[config.mk]
export PLATFORM = sky130hd
export DESIGN_NAME = checkpoint_mem_engine_flat
export DESIGN_NICKNAME = d
export VERILOG_FILES = /design/src/rtl/checkpoint_pkg.sv /design/src/rtl/checkpoint_mem_engine_if.sv /design/src/rtl/ckpt_xfer_watchdog.sv /design/src/rtl/checkpoint_mem_engine.sv /design/src/flat_wrapper.sv
export SDC_FILE = /design/constraint.sdc
export NUM_CORES = 1
export LEC_CHECK = 0
export BUFFER_PORTS_ARGS = -buffer_cell sky130_fd_sc_hd__buf_4
export CAP_MARGIN = 10
export CORE_AREA = 5 5 218 178
export DETAILED_ROUTE_END_ITERATION = 7
export DIE_AREA = 0 0 223 183
export PLACE_DENSITY = 0.9
export SLEW_MARGIN = 15
export SYNTH_ARGS = -nofsm -noshare
export SYNTH_HDL_FRONTEND = slang
export SYNTH_SLANG_ARGS = --single-unit
[constraint.sdc]
create_clock -name clk -period 11.9 [get_ports clk]
set_clock_uncertainty 0.1 [all_clocks]
set_input_delay 3.57 -clock clk [delete_from_list [all_inputs] [get_ports clk]]
set_output_delay 3.57 -clock clk [all_outputs]
set_load 0.1 [all_outputs]
[src/rtl/checkpoint_pkg.sv]
// Shared types and constants for the checkpoint memory save/restore engine.
package checkpoint_pkg;

    localparam int BYTES_PER_WORD = 8;

    typedef enum logic [2:0] {
        ST_IDLE    = 3'd0,
        ST_RD_REQ  = 3'd1,
        ST_RD_WAIT = 3'd2,
        ST_WR      = 3'd3,
        ST_DONE    = 3'd4,
        ST_ERR     = 3'd5,
        ST_HOLD    = 3'd6
    } engine_state_e;

    typedef enum logic {
        DIR_SAVE    = 1'b0,
        DIR_RESTORE = 1'b1
    } dir_e;

    // Byte count rounded up to whole words; the 33-bit add keeps the carry.
    function automatic logic [29:0] calc_words(input logic [31:0] size_bytes);
        logic [32:0] sum;
        sum = {1'b0, size_bytes} + 33'd7;
        return sum[32:3];
    endfunction

    // Clears the byte-offset bits so every address is word aligned.
    function automatic logic [63:0] align_word_addr(input logic [63:0] addr);
        return addr & ~64'h7;
    endfunction

endpackage

[src/rtl/checkpoint_mem_engine_if.sv]
// Word read/write memory port between the engine (master) and memory (slave).
interface checkpoint_mem_engine_if #(
    parameter int DATA_WIDTH = 64
);
    logic                  rd_valid;
    logic                  rd_ready;
    logic [63:0]           rd_addr;
    logic                  rd_resp_valid;
    logic [DATA_WIDTH-1:0] rd_resp_data;
    logic                  rd_resp_err;
    logic                  wr_valid;
    logic                  wr_ready;
    logic [63:0]           wr_addr;
    logic [DATA_WIDTH-1:0] wr_data;

    modport master (
        output rd_valid, rd_addr, wr_valid, wr_addr, wr_data,
        input  rd_ready, rd_resp_valid, rd_resp_data, rd_resp_err, wr_ready
    );

    modport slave (
        input  rd_valid, rd_addr, wr_valid, wr_addr, wr_data,
        output rd_ready, rd_resp_valid, rd_resp_data, rd_resp_err, wr_ready
    );
endinterface

[src/rtl/ckpt_xfer_watchdog.sv]
// Counts stalled cycles while a transfer waits on memory and flags a timeout.
module ckpt_xfer_watchdog #(
    parameter int TIMEOUT_CYCLES = 1024
) (
    input  logic clk,
    input  logic rst_n,
    input  logic en,
    input  logic clr,
    output logic timeout
);
    localparam int CNT_W = $clog2(TIMEOUT_CYCLES + 1);

    logic [CNT_W-1:0] cnt_q;
    logic [CNT_W-1:0] cnt_d;

    // Restart on any handshake or when idle, otherwise count one more stalled cycle.
    always_comb begin
        cnt_d = cnt_q;
        if (!en || clr) begin
            cnt_d = '0;
        end else begin
            cnt_d = cnt_q + CNT_W'(1);
        end
    end

    // The cycle that would complete the budget raises timeout so the FSM leaves on that edge.
    always_comb begin
        timeout = en && !clr && (cnt_q == CNT_W'(TIMEOUT_CYCLES - 1));
    end

    // Counter register.
    always_ff @(posedge clk or negedge rst_n) begin
        if (!rst_n) begin
            cnt_q <= '0;
        end else begin
            cnt_q <= cnt_d;
        end
    end
endmodule

[src/rtl/checkpoint_mem_engine.sv]
// Copies a checkpoint region word by word between live and backing memory,
// one read then one posted write per word, with a running checksum.
module checkpoint_mem_engine
    import checkpoint_pkg::*;
#(
    parameter int DATA_WIDTH     = 64,
    parameter int TIMEOUT_CYCLES = 1024
) (
    input  logic        clk,
    input  logic        rst_n,
    input  logic [63:0] live_base_addr,
    input  logic        save_req,
    input  logic        restore_req,
    input  logic [63:0] save_addr,
    input  logic [63:0] restore_addr,
    input  logic [31:0] transfer_size,
    output logic        save_done,
    output logic        restore_done,
    output logic        xfer_error,
    output logic        busy,
    output logic [31:0] xfer_checksum,
    checkpoint_mem_engine_if.master mem
);
    engine_state_e         state_q, state_d;
    dir_e                  dir_q, dir_d;
    logic [63:0]           src_ptr_q, src_ptr_d;
    logic [63:0]           dst_ptr_q, dst_ptr_d;
    logic [29:0]           words_q, words_d;
    logic [29:0]           idx_q, idx_d;
    logic [DATA_WIDTH-1:0] data_q, data_d;
    logic [31:0]           checksum_q, checksum_d;
    logic                  rd_valid_q, rd_valid_d;
    logic                  wr_valid_q, wr_valid_d;
    logic                  save_done_q, save_done_d;
    logic                  restore_done_q, restore_done_d;
    logic                  xfer_error_q, xfer_error_d;
    logic                  busy_q, busy_d;

    logic rd_hs;
    logic resp_hs;
    logic wr_hs;
    logic active_req;
    logic start_xfer;
    logic wd_en;
    logic wd_clr;
    logic wd_timeout;

    // Handshake decode and watchdog controls from the registered state.
    always_comb begin
        rd_hs      = rd_valid_q && mem.rd_ready;
        resp_hs    = (state_q == ST_RD_WAIT) && mem.rd_resp_valid;
        wr_hs      = wr_valid_q && mem.wr_ready;
        active_req = (dir_q == DIR_SAVE) ? save_req : restore_req;
        wd_en      = (state_q == ST_RD_REQ) || (state_q == ST_RD_WAIT) || (state_q == ST_WR);
        wd_clr     = rd_hs || resp_hs || wr_hs;
    end

    ckpt_xfer_watchdog #(
        .TIMEOUT_CYCLES(TIMEOUT_CYCLES)
    ) u_watchdog (
        .clk    (clk),
        .rst_n  (rst_n),
        .en     (wd_en),
        .clr    (wd_clr),
        .timeout(wd_timeout)
    );

    // Next-state and datapath; every output is derived from the next state so it leaves a flop.
    always_comb begin
        state_d    = state_q;
        dir_d      = dir_q;
        src_ptr_d  = src_ptr_q;
        dst_ptr_d  = dst_ptr_q;
        words_d    = words_q;
        idx_d      = idx_q;
        data_d     = data_q;
        checksum_d = checksum_q;
        start_xfer = 1'b0;

        case (state_q)
            ST_IDLE: begin
                if (save_req) begin
                    dir_d      = DIR_SAVE;
                    src_ptr_d  = align_word_addr(live_base_addr);
                    dst_ptr_d  = align_word_addr(save_addr);
                    start_xfer = 1'b1;
                end else if (restore_req) begin
                    dir_d      = DIR_RESTORE;
                    src_ptr_d  = align_word_addr(restore_addr);
                    dst_ptr_d  = align_word_addr(live_base_addr);
                    start_xfer = 1'b1;
                end
                if (start_xfer) begin
                    idx_d      = '0;
                    checksum_d = '0;
                    words_d    = calc_words(transfer_size);
                    state_d    = (words_d == 30'd0) ? ST_DONE : ST_RD_REQ;
                end
            end
            ST_RD_REQ: begin
                if (rd_hs) begin
                    state_d = ST_RD_WAIT;
                end
            end
            ST_RD_WAIT: begin
                if (mem.rd_resp_valid) begin
                    if (mem.rd_resp_err) begin
                        state_d = ST_ERR;
                    end else begin
                        data_d     = mem.rd_resp_data;
                        checksum_d = checksum_q + mem.rd_resp_data[31:0] + mem.rd_resp_data[63:32];
                        state_d    = ST_WR;
                    end
                end
            end
            ST_WR: begin
                if (wr_hs) begin
                    idx_d     = idx_q + 30'd1;
                    src_ptr_d = src_ptr_q + 64'(BYTES_PER_WORD);
                    dst_ptr_d = dst_ptr_q + 64'(BYTES_PER_WORD);
                    if (idx_d == words_q) begin
                        state_d = ST_DONE;
                    end else if (!active_req) begin
                        state_d = ST_IDLE;
                    end else begin
                        state_d = ST_RD_REQ;
                    end
                end
            end
            ST_DONE: begin
                state_d = ST_HOLD;
            end
            ST_ERR: begin
                state_d = ST_HOLD;
            end
            ST_HOLD: begin
                if (!save_req && !restore_req) begin
                    state_d = ST_IDLE;
                end
            end
            default: begin
                state_d = ST_IDLE;
            end
        endcase

        if (wd_timeout) begin
            state_d = ST_ERR;
        end

        rd_valid_d     = (state_d == ST_RD_REQ);
        wr_valid_d     = (state_d == ST_WR);
        save_done_d    = (state_d == ST_DONE) && (dir_d == DIR_SAVE);
        restore_done_d = (state_d == ST_DONE) && (dir_d == DIR_RESTORE);
        xfer_error_d   = (state_d == ST_ERR);
        busy_d         = (state_d != ST_IDLE);
    end

    // Engine state, datapath and registered outputs; reset abandons any transfer silently.
    always_ff @(posedge clk or negedge rst_n) begin
        if (!rst_n) begin
            state_q        <= ST_IDLE;
            dir_q          <= DIR_SAVE;
            src_ptr_q      <= '0;
            dst_ptr_q      <= '0;
            words_q        <= '0;
            idx_q          <= '0;
            data_q         <= '0;
            checksum_q     <= '0;
            rd_valid_q     <= 1'b0;
            wr_valid_q     <= 1'b0;
            save_done_q    <= 1'b0;
            restore_done_q <= 1'b0;
            xfer_error_q   <= 1'b0;
            busy_q         <= 1'b0;
        end else begin
            state_q        <= state_d;
            dir_q          <= dir_d;
            src_ptr_q      <= src_ptr_d;
            dst_ptr_q      <= dst_ptr_d;
            words_q        <= words_d;
            idx_q          <= idx_d;
            data_q         <= data_d;
            checksum_q     <= checksum_d;
            rd_valid_q     <= rd_valid_d;
            wr_valid_q     <= wr_valid_d;
            save_done_q    <= save_done_d;
            restore_done_q <= restore_done_d;
            xfer_error_q   <= xfer_error_d;
            busy_q         <= busy_d;
        end
    end

    // Pointers double as the bus addresses; they only move after a completed write.
    always_comb begin
        mem.rd_valid  = rd_valid_q;
        mem.rd_addr   = src_ptr_q;
        mem.wr_valid  = wr_valid_q;
        mem.wr_addr   = dst_ptr_q;
        mem.wr_data   = data_q;
        save_done     = save_done_q;
        restore_done  = restore_done_q;
        xfer_error    = xfer_error_q;
        busy          = busy_q;
        xfer_checksum = checksum_q;
    end
endmodule

[src/flat_wrapper.sv]
// flat-port wrapper written by rule: the top's interface ports become plain ports
module checkpoint_mem_engine_flat import checkpoint_pkg::*;
#(
    parameter int DATA_WIDTH     = 64,
    parameter int TIMEOUT_CYCLES = 1024
)
  (clk, rst_n, live_base_addr, save_req, restore_req, save_addr, restore_addr, transfer_size, save_done, restore_done, xfer_error, busy, xfer_checksum, mem_rd_valid, mem_rd_addr, mem_wr_valid, mem_wr_addr, mem_wr_data, mem_rd_ready, mem_rd_resp_valid, mem_rd_resp_data, mem_rd_resp_err, mem_wr_ready);
  checkpoint_mem_engine_if #(.DATA_WIDTH(DATA_WIDTH)) mem_i ();
  input  logic clk;
  input  logic rst_n;
  input  logic [63:0] live_base_addr;
  input  logic save_req;
  input  logic restore_req;
  input  logic [63:0] save_addr;
  input  logic [63:0] restore_addr;
  input  logic [31:0] transfer_size;
  output logic save_done;
  output logic restore_done;
  output logic xfer_error;
  output logic busy;
  output logic [31:0] xfer_checksum;
  output wire logic [$bits(mem_i.rd_valid)-1:0] mem_rd_valid;
  output wire logic [$bits(mem_i.rd_addr)-1:0] mem_rd_addr;
  output wire logic [$bits(mem_i.wr_valid)-1:0] mem_wr_valid;
  output wire logic [$bits(mem_i.wr_addr)-1:0] mem_wr_addr;
  output wire logic [$bits(mem_i.wr_data)-1:0] mem_wr_data;
  input wire logic [$bits(mem_i.rd_ready)-1:0] mem_rd_ready;
  input wire logic [$bits(mem_i.rd_resp_valid)-1:0] mem_rd_resp_valid;
  input wire logic [$bits(mem_i.rd_resp_data)-1:0] mem_rd_resp_data;
  input wire logic [$bits(mem_i.rd_resp_err)-1:0] mem_rd_resp_err;
  input wire logic [$bits(mem_i.wr_ready)-1:0] mem_wr_ready;
  assign mem_rd_valid = mem_i.rd_valid;
  assign mem_rd_addr = mem_i.rd_addr;
  assign mem_wr_valid = mem_i.wr_valid;
  assign mem_wr_addr = mem_i.wr_addr;
  assign mem_wr_data = mem_i.wr_data;
  assign mem_i.rd_ready = mem_rd_ready;
  assign mem_i.rd_resp_valid = mem_rd_resp_valid;
  assign mem_i.rd_resp_data = mem_rd_resp_data;
  assign mem_i.rd_resp_err = mem_rd_resp_err;
  assign mem_i.wr_ready = mem_wr_ready;
  checkpoint_mem_engine #(.DATA_WIDTH(DATA_WIDTH), .TIMEOUT_CYCLES(TIMEOUT_CYCLES)) u_core (.clk(clk), .rst_n(rst_n), .live_base_addr(live_base_addr), .save_req(save_req), .restore_req(restore_req), .save_addr(save_addr), .restore_addr(restore_addr), .transfer_size(transfer_size), .save_done(save_done), .restore_done(restore_done), .xfer_error(xfer_error), .busy(busy), .xfer_checksum(xfer_checksum), .mem(mem_i));
endmodule
---- Word level (Yosys, flattened, before mapping) ----
Cells that the tools add are included.
operators by class
  $add $sub $neg .......................... 7
  $mul .................................... 0
  div/mod/pow operators ................... 0
  magnitude comparators ................... 0
  eq/ne operators ......................... 17
  shift operators ......................... 0
  mux-type cells .......................... 34
  bitwise gates (word level) .............. 2
  reduce and logical (&&, ||, !) cells .... 28
operators by type and width
  kind                                              count
  2-to-1 mux 64 bit                                 6
  case mux 64 bit (2 select lines)                  2
  adder 64 x 4 -> 64 bit (second input constant)    2
  2-to-1 mux 32 bit                                 3
  adder 32 bit                                      2
  case mux 32 bit (2 select lines)                  1
  2-to-1 mux 30 bit                                 2
  case mux 30 bit (2 select lines)                  1
  adder 32 x 3 -> 33 bit (second input constant)    1
  adder 30 x 1 -> 30 bit (second input constant)    1
  == test 30 bit                                    1
  zero test 30 bit                                  1
  2-to-1 mux 3 bit                                  9
  case mux 3 bit (6 select lines)                   1
  == test 3 bit (second input constant)             5
  adder 11 x 1 -> 11 bit (second input constant)    1
  == test 11 x 10 -> 1 bit (second input constant)  1
  2-to-1 mux 11 bit                                 1
  == test 3 x 2 -> 1 bit (second input constant)    3
  AND reduction 3 bit                               3
  logical AND 1 bit                                 8
  2-to-1 mux 1 bit                                  8
  == test 3 x 1 -> 1 bit (second input constant)    2
  != test 2 bit (second input constant)             3
  other kinds (11)                                  20
word-level totals
  register bits ........................... 305
  bits in latches ......................... 0
  bits in writable memories ............... 0
  ROM bits ................................ 0
  input port bits ......................... 296
  output and inout bits ................... 230
  logic and storage cells ................. 103
  memories kept ........................... 0

---- Logic depth before layout (Yosys ltp) ----
Gate-level depths: netlist (run 1).
  depth in word-level cells ............... 10
  gate-level depth with buffers ........... 13
  depth with buffers taken out ............ 13

---- Modules after synthesis ----
From an unflattened synthesis (run 1), not the netlist that was laid out.
second synthesis, totals
  cells, all modules ...................... 2334
  area total of the unflattened synthesis .. 19814.0 µm²
by module, submodules not included
  module                 instances  cells each  area each (µm²)  seq. area each (µm²)
  checkpoint_mem_engine  1          2281        19284.7          7206.9
  ckpt_xfer_watchdog     1          53          529.3            275.3

---- Least setup slack after synthesis (run 1) ----
No wires, ideal clock.
  path kind ............................... input to register
  from .................................... input mem_rd_resp_data[1]
  to ...................................... register u_core.checksum_q[29] (netlist: u_core.xfer_checksum[29])
  setup time .............................. 135 ps
  arrival ................................. 6922 ps
  data required time ...................... 11665 ps
  slack ................................... 4744 ps
  stages .................................. 13
  path buffers ............................ 0
  cell sequence ........................... fa_1 ha_1 fa_1 a21oi_1 nor2b_1 a311o_1 a311oi_1 a21oi_1 a2111oi_0 o31ai_1 nor2_1 xor2_1 o21ai_0
on the way
  word-level cells in the longest chain between the ends .. 5
ends and longest elaborated chain
  element                           line                          text
  start, declared                   flat_wrapper.sv:29            input wire logic [$bits(mem_i.rd_resp_data)-1:0] mem_rd_resp_data;
  adder 32 bit (2 in a row)         checkpoint_mem_engine.sv:111  checksum_d = checksum_q + mem.rd_resp_data[31:0] + mem.rd_resp_data[63:32];
  2-to-1 mux 32 bit                 checkpoint_mem_engine.sv:107  if (mem.rd_resp_err) begin
  2-to-1 mux 32 bit                 checkpoint_mem_engine.sv:106  if (mem.rd_resp_valid) begin
  case mux 32 bit (2 select lines)  checkpoint_mem_engine.sv:80   case (state_q)
  end signal, assigned              checkpoint_mem_engine.sv:183  checksum_q <= checksum_d;
  end, declared                     checkpoint_mem_engine.sv:31   logic [31:0] checksum_q, checksum_d;
No other way between the ends. The select of a mux whose other input is x is not followed.
A chain may end at the register's enable or synchronous reset.

---- Worst setup path in the final report (run 1) ----
Ends and elaborated chain as after synthesis.

==> results.json, run 1 <==
{
  "outcome": "completed",
  "htree_levels": 2,
  "synth-compound-area-share_pct": 20.1,
  "async_reset_ff_share_pct": 100,
  "r2r_cells": 13,
  "dp_cells": 3230,
  "endpoint_kind": "register",
  "rows": 63,
  "core-area_um2": 36400,
  "slew_violations": 0,
  "fin_crit_sh_pct": 64.2,
  "hold_class": "reg -> reg",
  "dieArea_um2": 40800,
  "rr_startpoint": "u_core.xfer_checksum[1]",
  "syn_area_um2": 19700,
  "synth_xor_area_share_pct": 4.60,
  "critical_path_buf_inv_count": 1,
  "wl_per_cell_um": 21.8,
  "hold_buffers": 0,
  "fin_tns_setup_ns": 0,
  "syn_area_per_cell_um2": 8.35,
  "p_leak_nw": 11.4,
  "synth_top_family_by_area": "simple AND/OR/NAND/NOR gates",
  "clockRootBuffer": "clkbuf_16",
  "reg2reg_to": "u_core.xfer_checksum[29]",
  "antenna_found_initial": 4,
  "synth_mux_area_share_pct": 6.64,
  "slowest_delay_ns": 0.73,
  "grt_usage_pct": 33.3,
  "cts_buffers": 35,
  "remaining_drc_errors": 0,
  "synth_seq_area_share_pct": 38.0,
  "cts_setup_buffers": 0,
  "finalPower_mw": 8.45,
  "start_kind": "primary input",
  "wl_mm": 71.8,
  "hold_end": "u_core.mem.wr_data[15]",
  "rsz0062_at_grt": "no",
  "crit_fanout": 4,
  "die_h_um": 183,
  "hpwl_mm": 53.4,
  "grt_pass1_vias": 19700,
  "ctsResizeCount": 0,
  "pre_cts_ws_ns": 3.93,
  "clock_sinks": 299,
  "crit_slowest_cell": "a2111oi_0",
  "combinationalPowerShare_pct": 64.9,
  "fillers": 2866,
  "hold_viol": 0,
  "layout.nets": 3142,
  "syn_inst": 2360,
  "ys_warn_count": 0,
  "post-route-util_pct": 68.3,
  "drt-pass1-iter-count": 6,
  "arrival_ns": 7.90,
  "io_pins": 526,
  "via_per_inst": 6.22,
  "drv_cap": 0,
  "die_width_um": 223,
  "clock.fmax_ghz": 0.131,
  "vias": 20500,
  "portBuffers": 510,
  "final_cells": 3292,
  "place_congestion": 0.978,
  "grt_max_degree": 106,
  "crit_chain": "buf_4, fa_1, ha_1, fa_1, a21oi_1, nor2b_1, a311o_1, a311oi_1, a21oi_1, a2111oi_0, o31ai_1, nor2_1, xor2_1, o21ai_0",
  "grt_pass1_wl_mm": 111,
  "cp_top_family": "compound AO/OA/AOI/OAI gates",
  "required_ns": 12.15,
  "p_int_mw": 3.36,
  "vdd_drop_max_uv": 423,
  "ff2ff_setup_slack_ns": 7.05,
  "cts_tree": "done",
  "drive_above_1_share_pct": 24.3,
  "grt-ovfl-total": 0,
  "hold_start": "u_core.mem.wr_data[15]",
  "synthAdderAreaFrac_pct": 5.41,
  "synth-main-ff-cell": "dfrtp_1",
  "start_util_pct": 54.1,
  "worst_pin_slew_ns": 1.17,
  "power_switching_mw": 5.09,
  "whs_path_depth": 2,
  "slew_headroom_pct": 22.2,
  "synthDistinctLibCells": 82,
  "seqPwrFrac_pct": 22.5,
  "ant_nets": 0,
  "dr.first_iter.drc_count": 2295,
  "critPathKind": "in -> reg",
  "clk_pin_slew_ns": 0.06,
  "ys_ff_latch": 299,
  "clk_path_buf_depth": 3,
  "p_sw_share_pct": 60.2,
  "power_frac_clock_pct": 12.6,
  "synth_edf_count": 0,
  "period_needed_ns": 7.64,
  "clkLatencyLatePin_ns": 0.52,
  "synthSimpleGateAreaFrac_pct": 21.4,
  "finalSetupViolCount": 0,
  "power_density_nw_per_um2": 340,
  "areaGrowthSynthToFinish_pct": 26.2,
  "layout_setup_ws_ns": 4.26
}
## stage by stage
stage	instance area [um2]	hold slack, ns
global route	24900	0.392
CTS	24900	0.379
global placement	23700	0.359
detailed placement	23700	0.364
floorplan	19700	0.350
finish	24900	0.375
## worst max path at each step
stage / startpoint / endpoint / slack, ns / cells after the start
floorplan: mem_rd_resp_data[1] / u_core.xfer_checksum[29] / 4.74 / 13
global placement: mem_rd_resp_data[1] / u_core.xfer_checksum[29] / 3.93 / 14
detailed placement: mem_rd_resp_data[1] / u_core.xfer_checksum[29] / 3.93 / 14
CTS: mem_rd_resp_data[1] / u_core.xfer_checksum[29] / 4.38 / 14
global route: mem_rd_resp_data[1] / u_core.xfer_checksum[29] / 3.98 / 14
finish: mem_rd_resp_data[1] / u_core.xfer_checksum[29] / 4.26 / 14
## layout make-up
cell class | instances | area (um2) | area share [%]
Multi-Input combinational cell | 1877 | 11500 | 46.4
Clock buffer | 47 | 1030 | 4.16
Timing Repair Buffer | 525 | 3950 | 15.9
Clock inverter | 11 | 85.1 | 0.342
Sequential cell | 299 | 7480 | 30.1
Tap cell | 487 | 609 | 2.45
Inverter | 42 | 158 | 0.634
Antenna cell | 4 | 10.0 | 0.0403
## logic make-up after synthesis
group | Yosys count
other | 1
adder cells (fa/ha/maj) | 66
AO/OA/AOI/OAI | 675
buffers and inverters | 189
flip-flops | 299
multiplexers | 122
AND/OR/NAND/NOR | 906
XOR/XNOR | 102
## sequential cells by signal, indices dropped and copies added (netlist names), 3 cells and up
| signal | cells |
|---|---|
| u_core.mem.rd_addr | 61 |
| u_core.mem.wr_data | 64 |
| u_core.state_q | 3 |
| u_core.words_q | 30 |
| u_core.mem.wr_addr | 61 |
| u_core.u_watchdog.cnt_q | 11 |
| u_core.xfer_checksum | 32 |
| u_core.idx_q | 30 |
## routing by layer
layer	share of wire (%)	up-vias	track usage, %
met5	0	-	0
met1	39	9947	43.2
met4	4.7	0	13.1
met2	47	1056	54.0
met3	9.5	186	8.50
li1	-	9300	-
## worst min-delay path: cells and delay by family, from the launching register on
family / cells / cell delay [ns]
DFF: 1 / 0.34
and+or+nand+nor: 2 / 0.10
## power groups by stage
stage / registers, mW / logic (mW) / clock network (mW)
floorplan: 4.29 / 1.67 / 0
global placement: 1.85 / 5.33 / 0
detailed placement: 1.88 / 5.44 / 0
CTS: 1.88 / 5.46 / 1.08
global route: 1.95 / 5.77 / 1.12
finish: 1.90 / 5.48 / 1.06
## Yosys cell counts (14+ instances only)
master / instances / area share (%)
nor3_1: 35 / 0.89
nor4_1: 17 / 0.54
nand3_1: 78 / 2.0
o22ai_1: 59 / 1.9
and3_1: 40 / 1.3
o21ai_0: 208 / 5.3
clkbuf_1: 119 / 2.3
o22a_1: 14 / 0.62
fa_1: 32 / 3.3
a21oi_1: 238 / 6.0
xor2_1: 45 / 2.0
nor2b_1: 16 / 0.51
ha_1: 34 / 2.2
nand2_1: 425 / 8.1
mux2_2: 70 / 4.0
nand4_1: 46 / 1.5
inv_1: 41 / 0.78
xnor2_1: 56 / 2.5
a22o_1: 19 / 0.84
buf_1: 15 / 0.29
nor2_1: 154 / 2.9
a31oi_1: 22 / 0.70
mux2i_1: 52 / 2.6
or3_1: 20 / 0.63
o31ai_1: 24 / 0.91
dfrtp_1: 299 / 38
## placed cells by master (no fill, tap or decap), types with 9 or more instances in the layout
master / n
nand3_1: 78
and2_1: 11
nand2b_1: 9
ha_1: 34
a211oi_1: 10
inv_1: 41
a22o_1: 19
nand4_1: 46
o21ai_0: 208
nor2b_1: 16
nand3b_1: 9
xnor2_1: 56
mux2_2: 70
o22ai_1: 59
dfrtp_1: 299
nor3_1: 35
nor2_1: 151
nor4_1: 17
o22a_1: 14
buf_4: 523
mux2i_1: 52
or3_1: 20
a21o_1: 11
nand2_1: 423
fa_1: 32
and3_1: 40
o31ai_1: 24
a21oi_1: 238
clkbuf_16: 37
and4_1: 11
or2_2: 10
a31oi_1: 22
xor2_1: 45
Power figures use the tool's default switching activity.
==> run 2: changes to the inputs <==
--- a/config.mk
+++ b/config.mk
@@ -7,10 +7,10 @@
 export LEC_CHECK = 0
 export BUFFER_PORTS_ARGS = -buffer_cell sky130_fd_sc_hd__buf_4
 export CAP_MARGIN = 10
-export CORE_AREA = 5 5 218 178
+export CORE_AREA = 5 5 231 188
 export DETAILED_ROUTE_END_ITERATION = 7
-export DIE_AREA = 0 0 223 183
-export PLACE_DENSITY = 0.9
+export DIE_AREA = 0 0 236 193
+export PLACE_DENSITY = 0.85
 export SLEW_MARGIN = 15
 export SYNTH_ARGS = -nofsm -noshare
 export SYNTH_HDL_FRONTEND = slang
==> constraint.sdc (replaced) <==
create_clock -name clk -period 6.5 [get_ports clk]
set_clock_uncertainty 0.1 [all_clocks]
set_input_delay 1.95 -clock clk [delete_from_list [all_inputs] [get_ports clk]]
set_output_delay 1.95 -clock clk [all_outputs]
set_load 0.1 [all_outputs]
==> results.json, run 2 (synthesis gave the netlist of run 1 again) <==
{
  "clk_path_buf_depth": 3,
  "endpoint_kind": "register",
  "clk_pin_slew_ns": 0.06,
  "io_pins": 526,
  "outcome": "complete, but fails checks",
  "htree_levels": 2,
  "largest_reg_flops": 64,
  "vdd_drop_max_uv": 532,
  "dp_cells": 3302,
  "clock_sinks": 299,
  "wl_per_cell_um": 21.8,
  "die_width_um": 236,
  "crit_slowest_cell": "a2111oi_0",
  "arrival_ns": 5.89,
  "drt-pass1-iter-count": 8,
  "clockRootBuffer": "clkbuf_16",
  "remaining_drc_errors": 3,
  "grt_pass1_vias": 20400,
  "worst_pin_slew_ns": 1.06,
  "dpl-instance-area_um2": 23900,
  "finalSetupViolCount": 0,
  "rsz0062_at_grt": "no",
  "core-area_um2": 41200,
  "crit_chain": "buf_4, fa_1, ha_1, fa_1, a21oi_1, nor2b_1, a311o_1, a311oi_1, a21oi_1, a2111oi_0, o31ai_1, nor2_1, xor2_1, o21ai_0",
  "grt_pass1_wl_mm": 113,
  "violations": "design-rule violations",
  "areaGrowthSynthToFinish_pct": 27.2,
  "required_ns": 6.75,
  "ant_nets": 0,
  "hold_viol": 0,
  "cts_buffers": 35,
  "wl_mm": 73.5,
  "period_needed_ns": 5.64,
  "fin_area_um2": 25100,
  "p_leak_nw": 11.4,
  "r2r_cells": 13,
  "dr.first_iter.drc_count": 2110,
  "endpoint": "u_core.xfer_checksum[29]",
  "antenna_found_initial": 5,
  "vias": 20600,
  "cts_setup_buffers": 0,
  "die_h_um": 193,
  "critPathKind": "in -> reg",
  "slowest_delay_ns": 0.73,
  "clock.fmax_ghz": 0.177,
  "drive_above_1_share_pct": 24.5,
  "grt_usage_pct": 30.6,
  "final_common_cell": "buf_4",
  "dieArea_um2": 45500,
  "place_congestion": 0.977,
  "layout.nets": 3149,
  "crit_fanout": 4,
  "start_util_pct": 47.9,
  "mostFrequentLayoutCells": "526 x buf_4, 423 x nand2_1, 299 x dfrtp_1",
  "slew_headroom_pct": 29.3,
  "hpwl_mm": 54.8,
  "grt_max_degree": 105,
  "ctsResizeCount": 0,
  "portBuffers": 510,
  "hold_class": "reg -> reg",
  "final_cells": 3367,
  "fin_crit_sh_pct": 86.8,
  "finalPower_mw": 15.6,
  "grt-ovfl-total": 0,
  "ff2ff_setup_slack_ns": 2.03,
  "slew_violations": 0,
  "fin_tns_setup_ns": 0,
  "start_kind": "primary input",
  "power_density_nw_per_um2": 621,
  "rows": 67,
  "clkLatencyLatePin_ns": 0.52,
  "drv_cap": 0,
  "reg2reg_to": "u_core.xfer_checksum[29]",
  "hold_buffers": 0,
  "cts_tree": "done",
  "via_per_inst": 6.13,
  "rr_startpoint": "u_core.xfer_checksum[1]",
  "startpoint": "mem_rd_resp_data[1]"
}
==> run 2: layer usage <==
metal  wire [um]  vias to the layer above  track usage [%]
li1            -                     9293                -
met1       27800                     9916             37.7
met2       34700                     1228             51.2
met3        7520                      205             8.22
met4        3510                        0             13.4
met5           0                        -                0
==> run 2: worst min-delay path by stage <==
stage | cells past startpoint | startpoint | to
2_1_floorplan | 2 | u_core.words_q[3] | u_core.words_q[3]
4_1_cts | 2 | u_core.mem.wr_data[57] | u_core.mem.wr_data[57]
3_5_place_dp | 2 | u_core.mem.wr_data[61] | u_core.mem.wr_data[61]
3_3_place_gp | 2 | u_core.mem.wr_data[1] | u_core.mem.wr_data[1]
5_1_grt | 2 | u_core.mem.wr_data[57] | u_core.mem.wr_data[57]
6_report | 2 | u_core.mem.wr_data[57] | u_core.mem.wr_data[57]
==> run 2: final cells by class <==
type | count | area [um2]
flip-flops and latches | 299 | 7480
inverters | 42 | 158
well taps | 552 | 691
clock buffers | 49 | 1010
clock inverters | 12 | 120
repair buffers | 532 | 4060
multi-input cells | 1877 | 11500
diodes | 4 | 10.0
fillers | 3432 | 16100
==> run 2: power by group <==
group          internal (mW)  leakage (nW)  switching (mW)
combinational           2.41          7.17            7.67
clock                   1.16         0.561           0.821
sequential              2.63          3.68           0.868
total                   6.20          11.4            9.36
==> run 2: critical path: cells and delay by family <==
family / cells / cell delay (ns)
fa+ha+maj: 3 / 1.18
buf+inv: 1 / 0.13
compound gates: 7 / 2.24
simple gates: 2 / 0.26
xor+xnor: 1 / 0.15
==> run 2: metrics by stage <==
stage                     setup WS, ns  hold WS, ns  util (%)
after floorplan                  0.964        0.350         -
after global placement           0.451        0.360      58.1
after detailed placement         0.387        0.364      58.1
after CTS                        0.939        0.380      60.9
after global routing             0.638        0.390      60.9
final                            0.861        0.379      60.9
